### src/rtl/adc_pkg.sv
// Shared types and constants for the ADC conversion controller.
package adc_pkg;

  typedef enum logic [1:0] {
    IDLE   = 2'd0,
    SETTLE = 2'd1,
    DECIDE = 2'd2,
    DONE   = 2'd3
  } conv_state_t;

  localparam logic [1:0] ADC_NONE = 2'd0;
  localparam logic [1:0] ADC_PWM  = 2'd1;
  localparam logic [1:0] ADC_R2R  = 2'd2;
  localparam logic [1:0] ADC_RSVD = 2'd3;

endpackage

### src/rtl/comp_synchronizer.sv
// Two-flop synchronizer that brings the asynchronous comparator output into the clk domain.
module comp_synchronizer (
  input  logic clk,
  input  logic reset,
  input  logic async_in,
  output logic sync_out
);

  logic meta_q;

  // Two back-to-back flops; the first may go metastable, the second resolves it.
  always_ff @(posedge clk) begin
    if (reset) begin
      meta_q   <= 1'b0;
      sync_out <= 1'b0;
    end else begin
      meta_q   <= async_in;
      sync_out <= meta_q;
    end
  end

endmodule

### src/rtl/adc_conversion_ctrl.sv
// ADC conversion controller: drives the shared DAC code, enables the selected DAC
// (PWM or R2R) and runs a ramp or SAR conversion against the synchronized comparator.
// Optional build macro ADC_AVG_EN: average 2^AVG_LOG2 consecutive results per output.
//
// state  | meaning
// IDLE   | no conversion; dac_code = 0; starts when adc_sel is PWM or R2R
// SETTLE | DAC settling on the current trial code (SETTLE_CYCLES cycles)
// DECIDE | one-cycle comparator decision, choose next trial or finish
// DONE   | result presented with sample_valid, back to IDLE
import adc_pkg::*;

module adc_conversion_ctrl #(
  parameter int DATA_WIDTH    = 8,
  parameter int SETTLE_CYCLES = 4,
  parameter int AVG_LOG2      = 2
) (
  input  logic                  clk,
  input  logic                  reset,
  input  logic [1:0]            adc_sel,
  input  logic                  successive_approx,
  input  logic                  comp_in,
  output logic [DATA_WIDTH-1:0] dac_code,
  output logic                  pwm_dac_en,
  output logic                  r2r_dac_en,
  output logic [DATA_WIDTH-1:0] sample_out,
  output logic                  sample_valid,
  output logic                  busy
);

  localparam int IDX_W = $clog2(DATA_WIDTH);
  localparam int CNT_W = $clog2(SETTLE_CYCLES);
  localparam logic [CNT_W-1:0]      SETTLE_LOAD = CNT_W'(SETTLE_CYCLES - 1);
  localparam logic [IDX_W-1:0]      IDX_MSB     = IDX_W'(DATA_WIDTH - 1);
  localparam logic [DATA_WIDTH-1:0] CODE_ONE    = DATA_WIDTH'(1);
  localparam logic [DATA_WIDTH-1:0] CODE_MAX    = {DATA_WIDTH{1'b1}};
  localparam logic [DATA_WIDTH-1:0] CODE_MSB    = {1'b1, {(DATA_WIDTH-1){1'b0}}};

  conv_state_t           state_q;
  logic [1:0]            cur_sel_q;
  logic                  cur_sar_q;
  logic [CNT_W-1:0]      settle_cnt_q;
  logic [IDX_W-1:0]      bit_idx_q;
  logic                  comp_s;

  logic                  sel_active;
  logic                  mode_changed;
  logic                  abort;
  logic [DATA_WIDTH-1:0] trial_bit;
  logic [DATA_WIDTH-1:0] sar_kept;
  logic [DATA_WIDTH-1:0] sar_next;
  logic [DATA_WIDTH-1:0] ramp_result;
  logic                  decide_done;
  logic [DATA_WIDTH-1:0] conv_result;
  logic                  result_load;

  comp_synchronizer u_comp_sync (
    .clk      (clk),
    .reset    (reset),
    .async_in (comp_in),
    .sync_out (comp_s)
  );

  // Mode decode, abort detection and per-algorithm next-trial / result computation.
  always_comb begin
    sel_active   = (adc_sel != ADC_NONE) && (adc_sel != ADC_RSVD);
    mode_changed = (adc_sel != cur_sel_q) || (successive_approx != cur_sar_q);
    busy         = (state_q == SETTLE) || (state_q == DECIDE);
    abort        = busy && mode_changed;
    pwm_dac_en   = busy && (cur_sel_q == ADC_PWM);
    r2r_dac_en   = busy && (cur_sel_q == ADC_R2R);

    trial_bit    = CODE_ONE << bit_idx_q;
    sar_kept     = comp_s ? dac_code : (dac_code & ~trial_bit);
    sar_next     = sar_kept | (trial_bit >> 1);
    // A ramp stopped by a rejection reports the last accepted code; code 0 and
    // an accepted full-scale code report themselves.
    ramp_result  = (comp_s || (dac_code == '0)) ? dac_code : (dac_code - CODE_ONE);

    decide_done  = cur_sar_q ? (bit_idx_q == '0) : !(comp_s && (dac_code != CODE_MAX));
    conv_result  = cur_sar_q ? sar_kept : ramp_result;
    result_load  = (state_q == DECIDE) && !abort && decide_done;
  end

  // Conversion FSM with the settle down-counter, SAR bit index and DAC code.
  always_ff @(posedge clk) begin
    if (reset) begin
      state_q      <= IDLE;
      cur_sel_q    <= ADC_NONE;
      cur_sar_q    <= 1'b0;
      settle_cnt_q <= '0;
      bit_idx_q    <= '0;
      dac_code     <= '0;
    end else begin
      case (state_q)
        IDLE: begin
          dac_code <= '0;
          if (sel_active) begin
            cur_sel_q    <= adc_sel;
            cur_sar_q    <= successive_approx;
            dac_code     <= successive_approx ? CODE_MSB : '0;
            bit_idx_q    <= IDX_MSB;
            settle_cnt_q <= SETTLE_LOAD;
            state_q      <= SETTLE;
          end
        end
        SETTLE: begin
          if (abort) begin
            dac_code <= '0;
            state_q  <= IDLE;
          end else if (settle_cnt_q == '0) begin
            state_q <= DECIDE;
          end else begin
            settle_cnt_q <= settle_cnt_q - CNT_W'(1);
          end
        end
        DECIDE: begin
          if (abort) begin
            dac_code <= '0;
            state_q  <= IDLE;
          end else if (decide_done) begin
            dac_code <= conv_result;
            state_q  <= DONE;
          end else begin
            dac_code     <= cur_sar_q ? sar_next : (dac_code + CODE_ONE);
            bit_idx_q    <= bit_idx_q - IDX_W'(1);
            settle_cnt_q <= SETTLE_LOAD;
            state_q      <= SETTLE;
          end
        end
        default: begin
          dac_code <= '0;
          state_q  <= IDLE;
        end
      endcase
    end
  end

`ifdef ADC_AVG_EN
  localparam int ACC_W = DATA_WIDTH + AVG_LOG2;

  logic [ACC_W-1:0]    acc_q;
  logic [AVG_LOG2-1:0] grp_q;
  logic [ACC_W-1:0]    acc_sum;
  logic                group_clear;

  // A group restarts whenever a conversion is aborted or a new one starts in a different mode.
  always_comb begin
    acc_sum     = acc_q + ACC_W'(conv_result);
    group_clear = abort || ((state_q == IDLE) && sel_active && mode_changed);
  end

  // Accumulate results; publish the truncated mean once per full group.
  always_ff @(posedge clk) begin
    if (reset) begin
      acc_q        <= '0;
      grp_q        <= '0;
      sample_out   <= '0;
      sample_valid <= 1'b0;
    end else begin
      sample_valid <= 1'b0;
      if (group_clear) begin
        acc_q <= '0;
        grp_q <= '0;
      end else if (result_load) begin
        if (grp_q == '1) begin
          sample_out   <= acc_sum[ACC_W-1:AVG_LOG2];
          sample_valid <= 1'b1;
          acc_q        <= '0;
          grp_q        <= '0;
        end else begin
          acc_q <= acc_sum;
          grp_q <= grp_q + AVG_LOG2'(1);
        end
      end
    end
  end
`else
  logic unused_avg_cfg;
  assign unused_avg_cfg = |AVG_LOG2;

  // Every finished conversion goes straight to the output with a one-cycle strobe.
  always_ff @(posedge clk) begin
    if (reset) begin
      sample_out   <= '0;
      sample_valid <= 1'b0;
    end else begin
      sample_valid <= result_load;
      if (result_load) begin
        sample_out <= conv_result;
      end
    end
  end
`endif

endmodule

### config.mk
export PLATFORM = sky130hd
export DESIGN_NAME = adc_conversion_ctrl
export DESIGN_NICKNAME = d
export VERILOG_FILES = /design/src/rtl/adc_pkg.sv /design/src/rtl/comp_synchronizer.sv /design/src/rtl/adc_conversion_ctrl.sv
export SDC_FILE = /design/constraint.sdc
export NUM_CORES = 1
export LEC_CHECK = 0
export BUFFER_PORTS_ARGS = -buffer_cell sky130_fd_sc_hd__buf_2
export CORE_MARGIN = 10
export CORE_UTILIZATION = 31
export CTS_CLUSTER_SIZE = 40
export DETAILED_ROUTE_END_ITERATION = 10
export GPL_TIMING_DRIVEN = 0
export PLACE_DENSITY_LB_ADDON = 0.1
export SLEW_MARGIN = 40
export SYNTH_ARGS = -nofsm -noshare
export SYNTH_HDL_FRONTEND = slang
export SYNTH_SLANG_ARGS = --single-unit
### constraint.sdc
create_clock -name clk -period 3.05 [get_ports clk]
set_input_delay 0.4575 -clock clk [delete_from_list [all_inputs] [get_ports clk]]
set_output_delay 0.4575 -clock clk [all_outputs]
set_load 0.02 [all_outputs]
# Yosys cells after proc, flatten, opt, wreduce, memory -nomap -nowiden
# Index checks and enable logic that the tools add are counted.
# classes
add_sub_neg	4
n_eq_ne	15
shift	1
n_mux	27
bitwise	3
n_reduce_logical	23
# ops
op	count
two-way mux 8 bit	9
one-hot mux 8 bit (3 select lines)	1
two-way mux 2 bit	10
!= test 2 bit, second input constant	7
one-hot mux 2 bit (3 select lines)	2
two-way mux 3 bit	3
adder 8 x 1 -> 8 bit, second input constant	1
AND 8 bit	1
zero test 8 bit	1
!= test 8 bit, second input constant	1
NOT 8 bit	1
bitwise OR 8 x 7 -> 8 bit	1
left shift 1 x 3 -> 8 bit, first input constant	1
subtractor 8 x 1 -> 8 bit, second input constant	1
logical AND 1 bit	7
one-hot mux 3 bit (2 select lines)	1
AND reduction 6 bit	1
equality test 2 x 1 -> 1 bit, second input constant	2
equality test 2 bit, second input constant	2
zero test 2 bit	2
AND reduction 2 bit	2
AND reduction 4 bit	1
nonzero test 2 bit	2
zero test 3 bit	1
9 further kinds	12
# totals
reg_bits	29
input_bits	6
out_inout_bits	20
wordCells	83

# Depth between registers and ports, before layout
# Gate-level depths: netlist (run 1).
# depth
depth_word	9
mapped_depth	9

# Modules after synthesis
# From an unflattened synthesis (run 1), not the netlist that was laid out.
# unflattened
cells_unflattened	271
area_unflattened_um2	2048.2
# by_module_without_submodules
mod	instances	cells_per_inst	area_each_um2	seq_area_each_um2
adc_conversion_ctrl	1	267	1995.7	540.5
comp_synchronizer	1	4	52.6	40.0

# Least setup slack after synthesis (run 1)
# No wires, ideal clock.
# synth_path
path_type	flip-flop to flip-flop
from	register dac_code[0]
to	register dac_code[1]
t_arrival_ns	2.243
t_required_ns	2.980
slack_ns	0.736
stages_incl_launch_ff	8
n_path_buf	0
synth_period_minus_slack_ns	2.314
path_cell_list	dfxtp_1 inv_1 ha_1 or3b_2 or2_4 a221o_1 a311o_1 a21oi_1
# synth_via
elab_chain_len	7
# synth_rtl
item	line_no	text
start, declared	adc_conversion_ctrl.sv:22	output logic [DATA_WIDTH-1:0] dac_code,
start signal, assigned	adc_conversion_ctrl.sv:100	dac_code <= successive_approx ? CODE_MSB : '0;
start signal, assigned	adc_conversion_ctrl.sv:121	dac_code <= conv_result;
start signal, assigned	adc_conversion_ctrl.sv:124	dac_code <= cur_sar_q ? sar_next : (dac_code + CODE_ONE);
parallel branches: the longest is 4 deep, another holds subtractor 8 x 1 -> 8 bit	--	
two-way mux 8 bit *	adc_conversion_ctrl.sv:120	end else if (decide_done) begin
two-way mux 8 bit *	adc_conversion_ctrl.sv:117	if (abort) begin
one-hot mux 8 bit (3 select lines) *	adc_conversion_ctrl.sv:94	case (state_q)
# Mark *: on every way between the ends.
# A chain may end at the register's enable or synchronous reset.

# Final worst setup path (run 1)
# layout_path
from	register bit_idx_q[0]
to	register sample_out[3]
# layout_via
elab_chain_len	5
# layout_rtl
item	line_no	text
start, declared	adc_conversion_ctrl.sv:42	logic [IDX_W-1:0] bit_idx_q;
start signal, assigned	adc_conversion_ctrl.sv:125	bit_idx_q <= bit_idx_q - IDX_W'(1);
left shift 1 x 3 -> 8 bit	adc_conversion_ctrl.sv:72	trial_bit = CODE_ONE << bit_idx_q;
NOT 8 bit	adc_conversion_ctrl.sv:73	sar_kept = comp_s ? dac_code : (dac_code & ~trial_bit);
AND 8 bit	adc_conversion_ctrl.sv:73	
two-way mux 8 bit	adc_conversion_ctrl.sv:73	
two-way mux 8 bit	adc_conversion_ctrl.sv:80	conv_result = cur_sar_q ? sar_kept : ramp_result;
end signal, assigned	adc_conversion_ctrl.sv:189	sample_out <= conv_result;
end, declared	adc_conversion_ctrl.sv:25	output logic [DATA_WIDTH-1:0] sample_out,
# Several ways; a longest one is shown, not always the timed one.

==> results of run 1 <==
[final cells by class]
cell class	count	area [sq um]
Tap cell	96	120
Sequential cell	29	581
Inverter	18	67.6
Multi-Input combinational cell	226	1470
Timing Repair Buffer	24	120
Clock inverter	1	5.00
Buffer	18	68.8
Clock buffer	7	96.3
Fill cell	769	4310
[metal layers]
metal	part of all wire	vias up
met5	0	-
met4	0.016	0
met3	0.049	12
met2	0.48	51
met1	0.46	1111
li1	-	1130
[cells by family (layout without fill, tap and decap cells)]
group                      count (synthesis)  in the layout  synth area share
muxes                                      5              5            0.0229
DFF                                       29             29             0.266
and+or+nand+nor                          112            112             0.266
buffers and inverters                     36             68            0.0625
adders and majority gates                 13             13            0.0745
AOI/OAI and AO/OA                         87             87             0.272
xor gates and xnor gates                   9              9            0.0361
[where the power goes]
part	switching, mW	internal, mW	leakage [nW]
Sequential	0.0634	0.452	0.237
Clock	0.168	0.204	0.0542
Combinational	0.633	0.343	0.705
[layout by cell type (no fill, tap or decap), drive strengths merged, types with 4 or more instances in the layout]
cell    count
dfxtp      29
nor2       28
buf        27
nand2      24
a21oi      22
clkbuf     22
inv        18
o21ai      15
ha         13
nor3       12
nor2b       8
nand3       8
a31oi       6
a311oi      6
xnor2       5
o31ai       5
mux2i       5
nor3b       4
xor2        4
a41oi       4
nand2b      4
[through the flow]
stage | hold WS, ns | cell area, sq um | utilization | power, mW | setup slack (ns)
after detailed placement | 0.450 | 2420 | 0.355 | 1.49 | 0.418
after CTS | 0.407 | 2520 | 0.370 | 1.87 | 0.403
after global placement | 0.432 | 2420 | 0.355 | 1.50 | 0.398
final | 0.400 | 2520 | 0.370 | 1.86 | 0.399
after global routing | 0.422 | 2520 | 0.370 | 2.01 | 0.221
after floorplan | 0.414 | 2180 | - | 1.22 | 0.736
[flip-flops by register name, indices dropped and copies added, names as in the netlist]
register	count
bit_idx_q	3
cur_sar_q	1
cur_sel_q	2
dac_code	8
sample_out	8
sample_valid	1
settle_cnt_q	2
state_q	2
u_comp_sync.meta_q	1
u_comp_sync.sync_out	1
[path summary, 6_finish.rpt]
| path | from | to | slack, ns | cells after the start |
|---|---|---|---|---|
| hold / removal | comp_in | u_comp_sync.meta_q | 0.40 | 2 |
| setup / recovery | bit_idx_q[0] | sample_out[3] | 0.40 | 8 |
| hold reg to reg | u_comp_sync.meta_q | u_comp_sync.sync_out | 0.44 | 1 |
| setup reg to reg | bit_idx_q[0] | sample_out[3] | 0.40 | 8 |
==> key figures, run 1 <==
Run status
  • Status: completed

Clocking
  • Clock Pin Slew Worst Setup and Hold Paths: 0.08 ns
  • Clock Tree Root: clkbuf_8
  • Clock latency on the worst-skew pair: 0.29 ns
  • Num Clock Sinks: 29
  • Cells resized by post-CTS repair: 0
  • CTS buffer count: 5
  • Postcts setup bufs: 0
  • H-tree levels: 2
  • CTS Buffer Depth: 2
  • Hold-fix buffers, CTS: 0
  • TritonCTS clock tree: built

Global routing
  • GRT Util Overall: 0.133
  • Grt total ovfl: 0
  • Met3 GRT Util: 0.0285
  • Gr busiest metal: met2
  • Met2 GRT Util: 0.224
  • GR Layer Usage met1: 0.166
  • Global-route wire length before repair: 11.9 mm
  • Largest net degree at the start of global routing: 11
  • Antenna violations before repair: 0
  • Vias in the first global route: 2193

STA
  • Min Tclk post-route: 2.65 ns
  • Fmax: 377 MHz
  • Least-Margin Pin Slew: 0.856 ns
  • Max-slew violations: 0
  • Final Hold Fails: 0
  • Relative slew slack: 0.422
  • Clk_skew: 0.0137 ns
  • Fin crit share: 0.869
  • Final setup vio count: 0
  • Setup TNS: 0 ns
  • RSZ-0062 raised after global routing: no

Synthesis
  • Syn Area/Cell: 7.50 sq um
  • Synthesized area: 2180 sq um
  • Sequential share of the synthesized area: 0.266
  • Synthesis warning total: 0
  • Synth area leaders: dfxtp_1 27%, ha_1 7.4%, a21oi_1 5.0%
  • Post-synth top area cell: dfxtp_1
  • EDFF count, synth: 0
  • Synth Register Bits: 29
  • Most frequent cell after synthesis: dfxtp_1
  • Cells after synthesis: 291
  • Count of cell types in the netlist: 57
  • Post-Syn Nets: 310
  • Most used DFF post-synth: dfxtp_1
  • Area share of the largest cell type after synthesis: 0.266
  • Commonest cells in the netlist: 29 x dfxtp_1, 28 x nor2_1, 24 x nand2_1
  • Async SR Flop Fraction: 0

Critical path
  • WP buf/inv: 2
  • CP max stage delay: 0.60 ns
  • Crit path kind: reg -> reg
  • Worst-path fanout max: 10
  • Crit-path leading delay family: compound AO/OA/AOI/OAI gates
  • Startpoint types: register
  • Critical path cell sequence: inv_1 > ha_1 > nor2b_1 > a21oi_1 > a211oi_1 > clkbuf_1 > nand3_1 > a21oi_1
  • Critical Path Sink Type: register
  • CP max stage cell: a211oi_1
  • Most frequent CP cell: a21oi_1
  • WP data arrival: 2.87 ns
  • Worst EP required: 3.27 ns

Place
  • DP Cell Count: 411
  • RePlAce Congestion: 0.869
  • Count of input and output buffers: 24
  • DP Wirelength: 5.57 mm

Routing
  • Vias/cell: 5.50
  • Starting DRT DRC Count: 155
  • Routed wire length per instance: 17.5 um
  • DR pass1 iterations: 4
  • Total wire length: 7.33 mm
  • Antenna viol nets, final: 0
  • DRC violations left: 0
  • Total number of vias: 2304

Hold path
  • Worst hold path class: in -> reg

Cells and area
  • Nets: 341
  • Antenna diodes: 0
  • Area grow syn2layout: 15.6%
  • Layout cell share with drive strength beyond 1: 0.130
  • Post-route insts no fill: 419

Power
  • Leak: 0.996 nW
  • Peak VDD IR: 192 uV
  • PwrDens: 738 nW/um^2

Floorplanning
  • Die ar.: 10800 sq um
  • Core area: 6830 sq um
  • # rows: 30
  • Die H: 104 um
  • Initial core utilization: 0.320
  • Boundary Pins: 26
  • Die X: 104 um

Flow run
  • Max-Cap Viols: 0
(Power assumes the default switching activity.)
==> run 2: changes to the inputs <==
ABC_AREA = 1   (was unset)
==> key figures, run 2 <==
Run status
  • Status: completed (unchanged)

Routing
  • Vias/cell: 4.59 (was 5.50)
  • Routed wire length per instance: 12.8 um (was 17.5 um)
  • Antenna viol nets, final: 0 (unchanged)
  • DRC violations left: 0 (unchanged)
  • Total number of vias: 2268 (was 2304)
  • Starting DRT DRC Count: 102 (was 155)
  • Total wire length: 6.32 mm (was 7.33 mm)
  • DR pass1 iterations: 4 (unchanged)

Synthesis
  • Cells after synthesis: 365 (was 291)
  • Count of cell types in the netlist: 31 (was 57)
  • EDFF count, synth: 0 (unchanged)
  • Compound-gate portion of the synthesized area: 0.139 (was 0.272)
  • Post-synthesis mux area share: 0 (was 0.0229)
  • Most frequent cell after synthesis: nand2_1 (was dfxtp_1)
  • Sequential share of the synthesized area: 0.265 (was 0.266)
  • Synth area leaders: dfxtp_1 26%, nand2_1 25%, ha_1 7.4% (was dfxtp_1 27%, ha_1 7.4%, a21oi_1 5.0%)
  • Synthesis warning total: 0 (unchanged)
  • Synth Register Bits: 29 (unchanged)
  • Syn Area/Cell: 6.01 sq um (was 7.50 sq um)
  • Post-synthesis xor/xnor area fraction: 0.00798 (was 0.0361)
  • Most used DFF post-synth: dfxtp_1 (unchanged)
  • Commonest cells in the netlist: 144 x nand2_1, 35 x inv_1, 31 x a21oi_1 (was 29 x dfxtp_1, 28 x nor2_1, 24 x nand2_1)
  • Simple-gate area share of the yosys netlist: 0.412 (was 0.266)
  • Synth Area in Adders: 0.0741 (was 0.0745)
  • Synthesized area: 2190 sq um (was 2180 sq um)
  • Post-synth top area cell: dfxtp_1 (unchanged)
  • Async SR Flop Fraction: 0 (unchanged)
  • Area share of the largest cell type after synthesis: 0.265 (was 0.266)
  • Post-Syn Nets: 384 (was 310)
  • Largest family of logic cells by synthesized area: simple AND/OR/NAND/NOR gates (was compound AO/OA/AOI/OAI gates)

Floorplanning
  • # rows: 30 (unchanged)
  • Initial core utilization: 0.321 (was 0.320)
  • Core area: 6830 sq um (unchanged)
  • Boundary Pins: 26 (unchanged)
  • Die X: 104 um (about the same)
  • Die H: 104 um (about the same)
  • Die ar.: 10800 sq um (about the same)

Flow run
  • Max-Cap Viols: 0 (unchanged)

STA
  • Max-slew violations: 0 (unchanged)
  • Clk_skew: 0.0111 ns (was 0.0137 ns)
  • Relative slew slack: 0.645 (was 0.422)
  • Setup TNS: 0 ns (unchanged)
  • Final Hold Fails: 0 (unchanged)
  • Least-Margin Pin Slew: 0.533 ns (was 0.856 ns)
  • RSZ-0062 raised after global routing: no (unchanged)
  • Fin crit share: 0.683 (was 0.869)
  • Min Tclk post-route: 2.08 ns (was 2.65 ns)
  • Fmax: 480 MHz (was 377 MHz)
  • Hold WS: 0.377 ns (was 0.400 ns)
  • Final setup vio count: 0 (unchanged)

Critical path
  • R2r worst-path depth: 12 (was 8)
  • CP endpoint: dac_code[6] (was sample_out[3])
  • WP buf/inv: 1 (was 2)
  • Crit-path leading delay family: simple AND/OR/NAND/NOR gates (was compound AO/OA/AOI/OAI gates)
  • Startpoint types: register (unchanged)
  • Critical Path Stages: 12 (was 8)
  • Worst-path fanout max: 10 (unchanged)
  • Most frequent CP cell: nand2_1 (was a21oi_1)
  • CP max stage cell: dfxtp_1 (was a211oi_1)
  • Critical Path Sink Type: register (unchanged)
  • CP max stage delay: 0.48 ns (was 0.60 ns)
  • Critical R2R Capture: dac_code[6] (was sample_out[3])
  • Crit path kind: reg -> reg (unchanged)
  • Worst EP required: 3.18 ns (was 3.27 ns)
  • Worst setup path startpoint: dac_code[0] (was bit_idx_q[0])
  • WP data arrival: 2.21 ns (was 2.87 ns)
  • FF-to-FF setup slack: 0.97 ns (was 0.40 ns)
  • Reg2Reg Launch Point: dac_code[0] (was bit_idx_q[0])
  • Critical path cell sequence: inv_1 > ha_1 > nand3_2 > nor2_1 > nor2_2 > nand2_1 > nand2_1 > nand2_1 > nand2_1 > nand2_1 > nand2_1 > a21oi_1 (was inv_1 > ha_1 > nor2b_1 > a21oi_1 > a211oi_1 > clkbuf_1 > nand3_1 > a21oi_1)

Global routing
  • Antenna violations before repair: 0 (unchanged)
  • GRT Util Overall: 0.118 (was 0.133)
  • Global-route wire length before repair: 10.8 mm (was 11.9 mm)
  • Largest net degree at the start of global routing: 11 (unchanged)
  • Grt total ovfl: 0 (unchanged)
  • Vias in the first global route: 2294 (was 2193)

Power
  • PwrDens: 763 nW/um^2 (was 738 nW/um^2)
  • Peak VDD IR: 428 uV (was 192 uV)
  • Leak: 1.29 nW (was 0.996 nW)

Place
  • DP Wirelength: 4.95 mm (was 5.57 mm)
  • Count of input and output buffers: 25 (was 24)
  • RePlAce Congestion: 0.847 (was 0.869)

Clocking
  • CTS Buffer Depth: 2 (unchanged)
  • Clock Tree Root: clkbuf_8 (unchanged)
  • TritonCTS clock tree: built (unchanged)
  • Clock latency on the worst-skew pair: 0.28 ns (was 0.29 ns)
  • Num Clock Sinks: 29 (unchanged)
  • Cells resized by post-CTS repair: 0 (unchanged)
  • Hold-fix buffers, CTS: 0 (unchanged)
  • CTS buffer count: 5 (unchanged)
  • H-tree levels: 2 (unchanged)
  • Postcts setup bufs: 0 (unchanged)
  • Clock Pin Slew Worst Setup and Hold Paths: 0.07 ns (was 0.08 ns)

Cells and area
  • Fillers: 803 (was 769)
  • Most frequent cells in the layout: 144 x nand2_1, 35 x inv_1, 31 x a21oi_1 (was 29 x dfxtp_1, 28 x nor2_1, 25 x buf_2)
  • Nets: 416 (was 341)
  • Antenna diodes: 0 (unchanged)
  • Area grow syn2layout: 15.8% (was 15.6%)
  • Commonest non-fill, non-tap cell in the layout: nand2_1 (was dfxtp_1)
  • Core Util, Final: 0.372 (was 0.370)
  • Largest regs: dac_code: 8 flops, sample_out: 8 flops, bit_idx_q: 3 flops (unchanged)
  • Layout cell share with drive strength beyond 1: 0.143 (was 0.130)

Hold path
  • Worst hold path class: in -> reg (unchanged)
run 2: changes by cell type in the layout (fill, tap and decap cells not counted), moves of 8 or more:
cell	change
clkbuf_1	-13
nand2_1	+120
nor2b_1	-8
a21oi_1	+9
nor3_1	-10
nand3_1	+20
inv_1	+17
run 2: per-layer routing:
layer | track usage | vias up | share of wire
met5 | 0 | - | 0
met4 | 0.0288 | 0 | 0.0049
met3 | 0.0229 | 4 | 0.036
met2 | 0.214 | 33 | 0.49
met1 | 0.138 | 1012 | 0.46
li1 | - | 1219 | -
run 2: how the worst min path moves through the flow:
stage                             from                    to  depth (start not counted)
floorplan           u_comp_sync.meta_q  u_comp_sync.sync_out                          2
global placement    u_comp_sync.meta_q  u_comp_sync.sync_out                          2
finish                         comp_in    u_comp_sync.meta_q                          3
CTS                            comp_in    u_comp_sync.meta_q                          3
detailed placement  u_comp_sync.meta_q  u_comp_sync.sync_out                          2
global route                   comp_in    u_comp_sync.meta_q                          3
run 2: final cells by class:
class                   count  area (sq um)  area share
inverters                  38           148      0.0581
repair buffers             25           125      0.0492
clock inverters             1          5.00     0.00197
flip-flops and latches     29           581       0.228
well taps                  96           120      0.0473
plain buffers              12          77.6      0.0305
multi-input cells         286          1390       0.547
clock buffers               7          96.3      0.0379
run 2: power by group:
group          total (mW)  switching (mW)  internal [mW]
logic                1.04           0.695          0.347
registers           0.547          0.0822          0.464
clock network       0.351           0.147          0.204
run 2: kinds of logic (layout without fill, tap and decap cells):
group	after synthesis	count (layout)
compound gates	57	57
xor+xnor	2	2
fa+ha+maj	13	13
buf+inv	50	83
flops	29	29
simple gates	214	214
run 2: stage by stage:
step                setup WS (ns)  total power [mW]  cells  instance area (sq um)
floorplan                    1.21              1.33    365                   2190
finish                      0.967              1.94    494                   2540
global placement            0.996              1.60    486                   2440
detailed placement          0.975              1.61    486                   2440
global route                0.680              2.16    494                   2540
CTS                         0.949              1.97    494                   2540
run 2: tightest hold or removal path, delay by kind of cell:
kind          cells  cell delay, ns
buf+inv           2            0.10
simple gates      1            0.06
==> run 3: changes to the inputs <==
clock period = 1.84 ns   (was 3.05 ns; I/O delays follow)
==> key figures, run 3 (same netlist as run 2, synthesis figures left out) <==
Cells and area
  • Layout cell share with drive strength beyond 1: 0.197 (was 0.143)
  • Area grow syn2layout: 21.1% (was 15.8%)
  • Core Util, Final: 0.389 (was 0.372)
  • Post-route insts no fill: 497 (was 494)
  • Commonest non-fill, non-tap cell in the layout: nand2_1 (unchanged)
  • Largest regs: dac_code: 8 flops, sample_out: 8 flops, bit_idx_q: 3 flops (unchanged)
  • Fillers: 791 (was 803)
  • Nets: 419 (was 416)
  • Most frequent cells in the layout: 142 x nand2_1, 32 x inv_1, 30 x a21oi_1 (was 144 x nand2_1, 35 x inv_1, 31 x a21oi_1)
  • Antenna diodes: 0 (unchanged)

Clocking
  • CTS buffer count: 5 (unchanged)
  • TritonCTS clock tree: built (unchanged)
  • Num Clock Sinks: 29 (unchanged)
  • CTS Buffer Depth: 2 (unchanged)
  • Clock Pin Slew Worst Setup and Hold Paths: 0.07 ns (about the same)
  • Hold-fix buffers, CTS: 0 (unchanged)
  • Clock Tree Root: clkbuf_8 (unchanged)
  • Clock latency on the worst-skew pair: 0.28 ns (about the same)
  • H-tree levels: 2 (unchanged)

Critical path
  • Worst-path fanout max: 10 (unchanged)
  • CP max stage delay: 0.41 ns (was 0.48 ns)
  • Reg2Reg Launch Point: cur_sar_q (was dac_code[0])
  • Critical Path Stages: 8 (was 12)
  • Worst EP required: 2.02 ns (was 3.18 ns)
  • Critical path cell sequence: buf_2 > inv_1 > clkbuf_1 > nand2_1 > nand2_1 > a21oi_1 > nand2_1 > a21oi_1 (was inv_1 > ha_1 > nand3_2 > nor2_1 > nor2_2 > nand2_1 > nand2_1 > nand2_1 > nand2_1 > nand2_1 > nand2_1 > a21oi_1)
  • FF-to-FF setup slack: 0.12 ns (was 0.97 ns)
  • R2r worst-path depth: 8 (was 12)
  • WP buf/inv: 3 (was 1)
  • CP max stage cell: dfxtp_1 (unchanged)
  • Most frequent CP cell: nand2_1 (unchanged)
  • Crit-path leading delay family: buffers and inverters (was simple AND/OR/NAND/NOR gates)
  • Crit path kind: reg -> reg (unchanged)
  • Critical R2R Capture: dac_code[6] (unchanged)
  • Startpoint types: register (unchanged)
  • WP data arrival: 1.90 ns (was 2.21 ns)
  • Critical Path Sink Type: register (unchanged)

Hold path
  • Hold path depth: 3 (unchanged)
  • Worst hold path class: in -> reg (unchanged)
  • Hold endpoint: u_comp_sync.meta_q (unchanged)
  • Worst Hold Launch: comp_in (unchanged)

Routing
  • Antenna viol nets, final: 0 (unchanged)
  • Starting DRT DRC Count: 132 (was 102)
  • Total wire length: 6.51 mm (was 6.32 mm)
  • Routed wire length per instance: 13.1 um (was 12.8 um)
  • Total number of vias: 2310 (was 2268)
  • Vias/cell: 4.65 (was 4.59)
  • DR pass1 iterations: 4 (unchanged)
  • DRC violations left: 0 (unchanged)

Global routing
  • Global-route wire length before repair: 10.9 mm (was 10.8 mm)
  • Vias in the first global route: 2289 (was 2294)
  • GR Layer Usage met1: 0.138 (unchanged)
  • Met3 GRT Util: 0.0229 (unchanged)
  • Met2 GRT Util: 0.216 (was 0.214)
  • Largest net degree at the start of global routing: 11 (unchanged)
  • Gr busiest metal: met2 (unchanged)
  • GRT Util Overall: 0.119 (was 0.118)
  • Grt total ovfl: 0 (unchanged)
  • Antenna violations before repair: 0 (unchanged)

Floorplanning
  • Die H: 104 um (unchanged)
  • Die ar.: 10800 sq um (unchanged)
  • # rows: 30 (unchanged)
  • Initial core utilization: 0.321 (unchanged)
  • Core area: 6830 sq um (unchanged)
  • Boundary Pins: 26 (unchanged)
  • Die X: 104 um (unchanged)

STA
  • Fmax: 582 MHz (was 480 MHz)
  • Min Tclk post-route: 1.72 ns (was 2.08 ns)
  • Fin crit share: 0.933 (was 0.683)
  • Max-slew violations: 0 (unchanged)
  • Relative slew slack: 0.642 (was 0.645)
  • Hold WS: 0.199 ns (was 0.377 ns)
  • Least-Margin Pin Slew: 0.537 ns (was 0.533 ns)
  • Clk_skew: 0.0101 ns (was 0.0111 ns)
  • Final setup vio count: 0 (unchanged)
  • Final Hold Fails: 0 (unchanged)
  • RSZ-0062 raised after global routing: yes (was no)
  • Setup TNS: 0 ns (unchanged)

Power
  • Leak: 1.31 nW (was 1.29 nW)
  • Peak VDD IR: 833 uV (was 428 uV)
  • PwrDens: 1270 nW/um^2 (was 763 nW/um^2)

Place
  • RePlAce Congestion: 0.847 (unchanged)
  • DP Cell Count: 486 (unchanged)
  • DP Wirelength: 4.95 mm (unchanged)
  • Count of input and output buffers: 25 (unchanged)

Run status
  • Status: completed (unchanged)

Flow run
  • Max-Cap Viols: 0 (unchanged)
## run 3: cell types whose count changed in the layout (fill, tap and decap cells not counted), sizes merged
cell    change
nor2        +1
clkbuf      +1
buf         +1
## run 3: stage by stage
stage          area (sq um)  setup WS, ns  power, mW
6_report               2660         0.123       3.38
2_1_floorplan          2190        0.0506       2.21
5_1_grt                2660       -0.0378       3.73
3_3_place_gp           2440        -0.214       2.65
3_5_place_dp           2440        -0.235       2.66
4_1_cts                2560        0.0104       3.28
## run 3: tightest hold or removal path, stage by stage
cell and delay, ns:
buf_2 0.07, inv_1 0.03, nor2_1 0.06
## run 3: where the power goes
part | internal [mW] | switching, mW | total [mW]
combinational | 0.657 | 1.22 | 1.88
sequential | 0.781 | 0.138 | 0.919
clock | 0.338 | 0.245 | 0.583
total | 1.78 | 1.60 | 3.38
## run 3: area by class of cell
cell class | instances | area, sq um | share of cell area
Sequential cell | 29 | 596 | 0.224
Timing Repair Buffer | 28 | 150 | 0.0565
Clock inverter | 1 | 5.00 | 0.00188
Clock buffer | 7 | 96.3 | 0.0363
Multi-Input combinational cell | 287 | 1460 | 0.551
Tap cell | 96 | 120 | 0.0452
Inverter | 38 | 150 | 0.0565
Buffer | 11 | 76.3 | 0.0287
## run 3: layer usage
layer | vias to the layer above | part of all wire
met2 | 30 | 0.50
met4 | 0 | 0.0029
met1 | 1050 | 0.47
met5 | - | 0
met3 | 2 | 0.028
li1 | 1228 | -
## run 3: how the worst max path moves through the flow
stage,startpoint,to
global route,dac_code[0],dac_code[6]
floorplan,dac_code[0],dac_code[4]
detailed placement,dac_code[1],bit_idx_q[1]
global placement,dac_code[1],bit_idx_q[2]
finish,cur_sar_q,dac_code[6]
CTS,dac_code[1],bit_idx_q[1]
## run 3: what timing repair did
action | in CTS | in global routing
pin swaps | 1 | 4
gates resized for setup | 5 | 24
gates cloned | 0 | 1
setup buffers | 1 | 2
endpoints found under the setup margin | 22 | 20
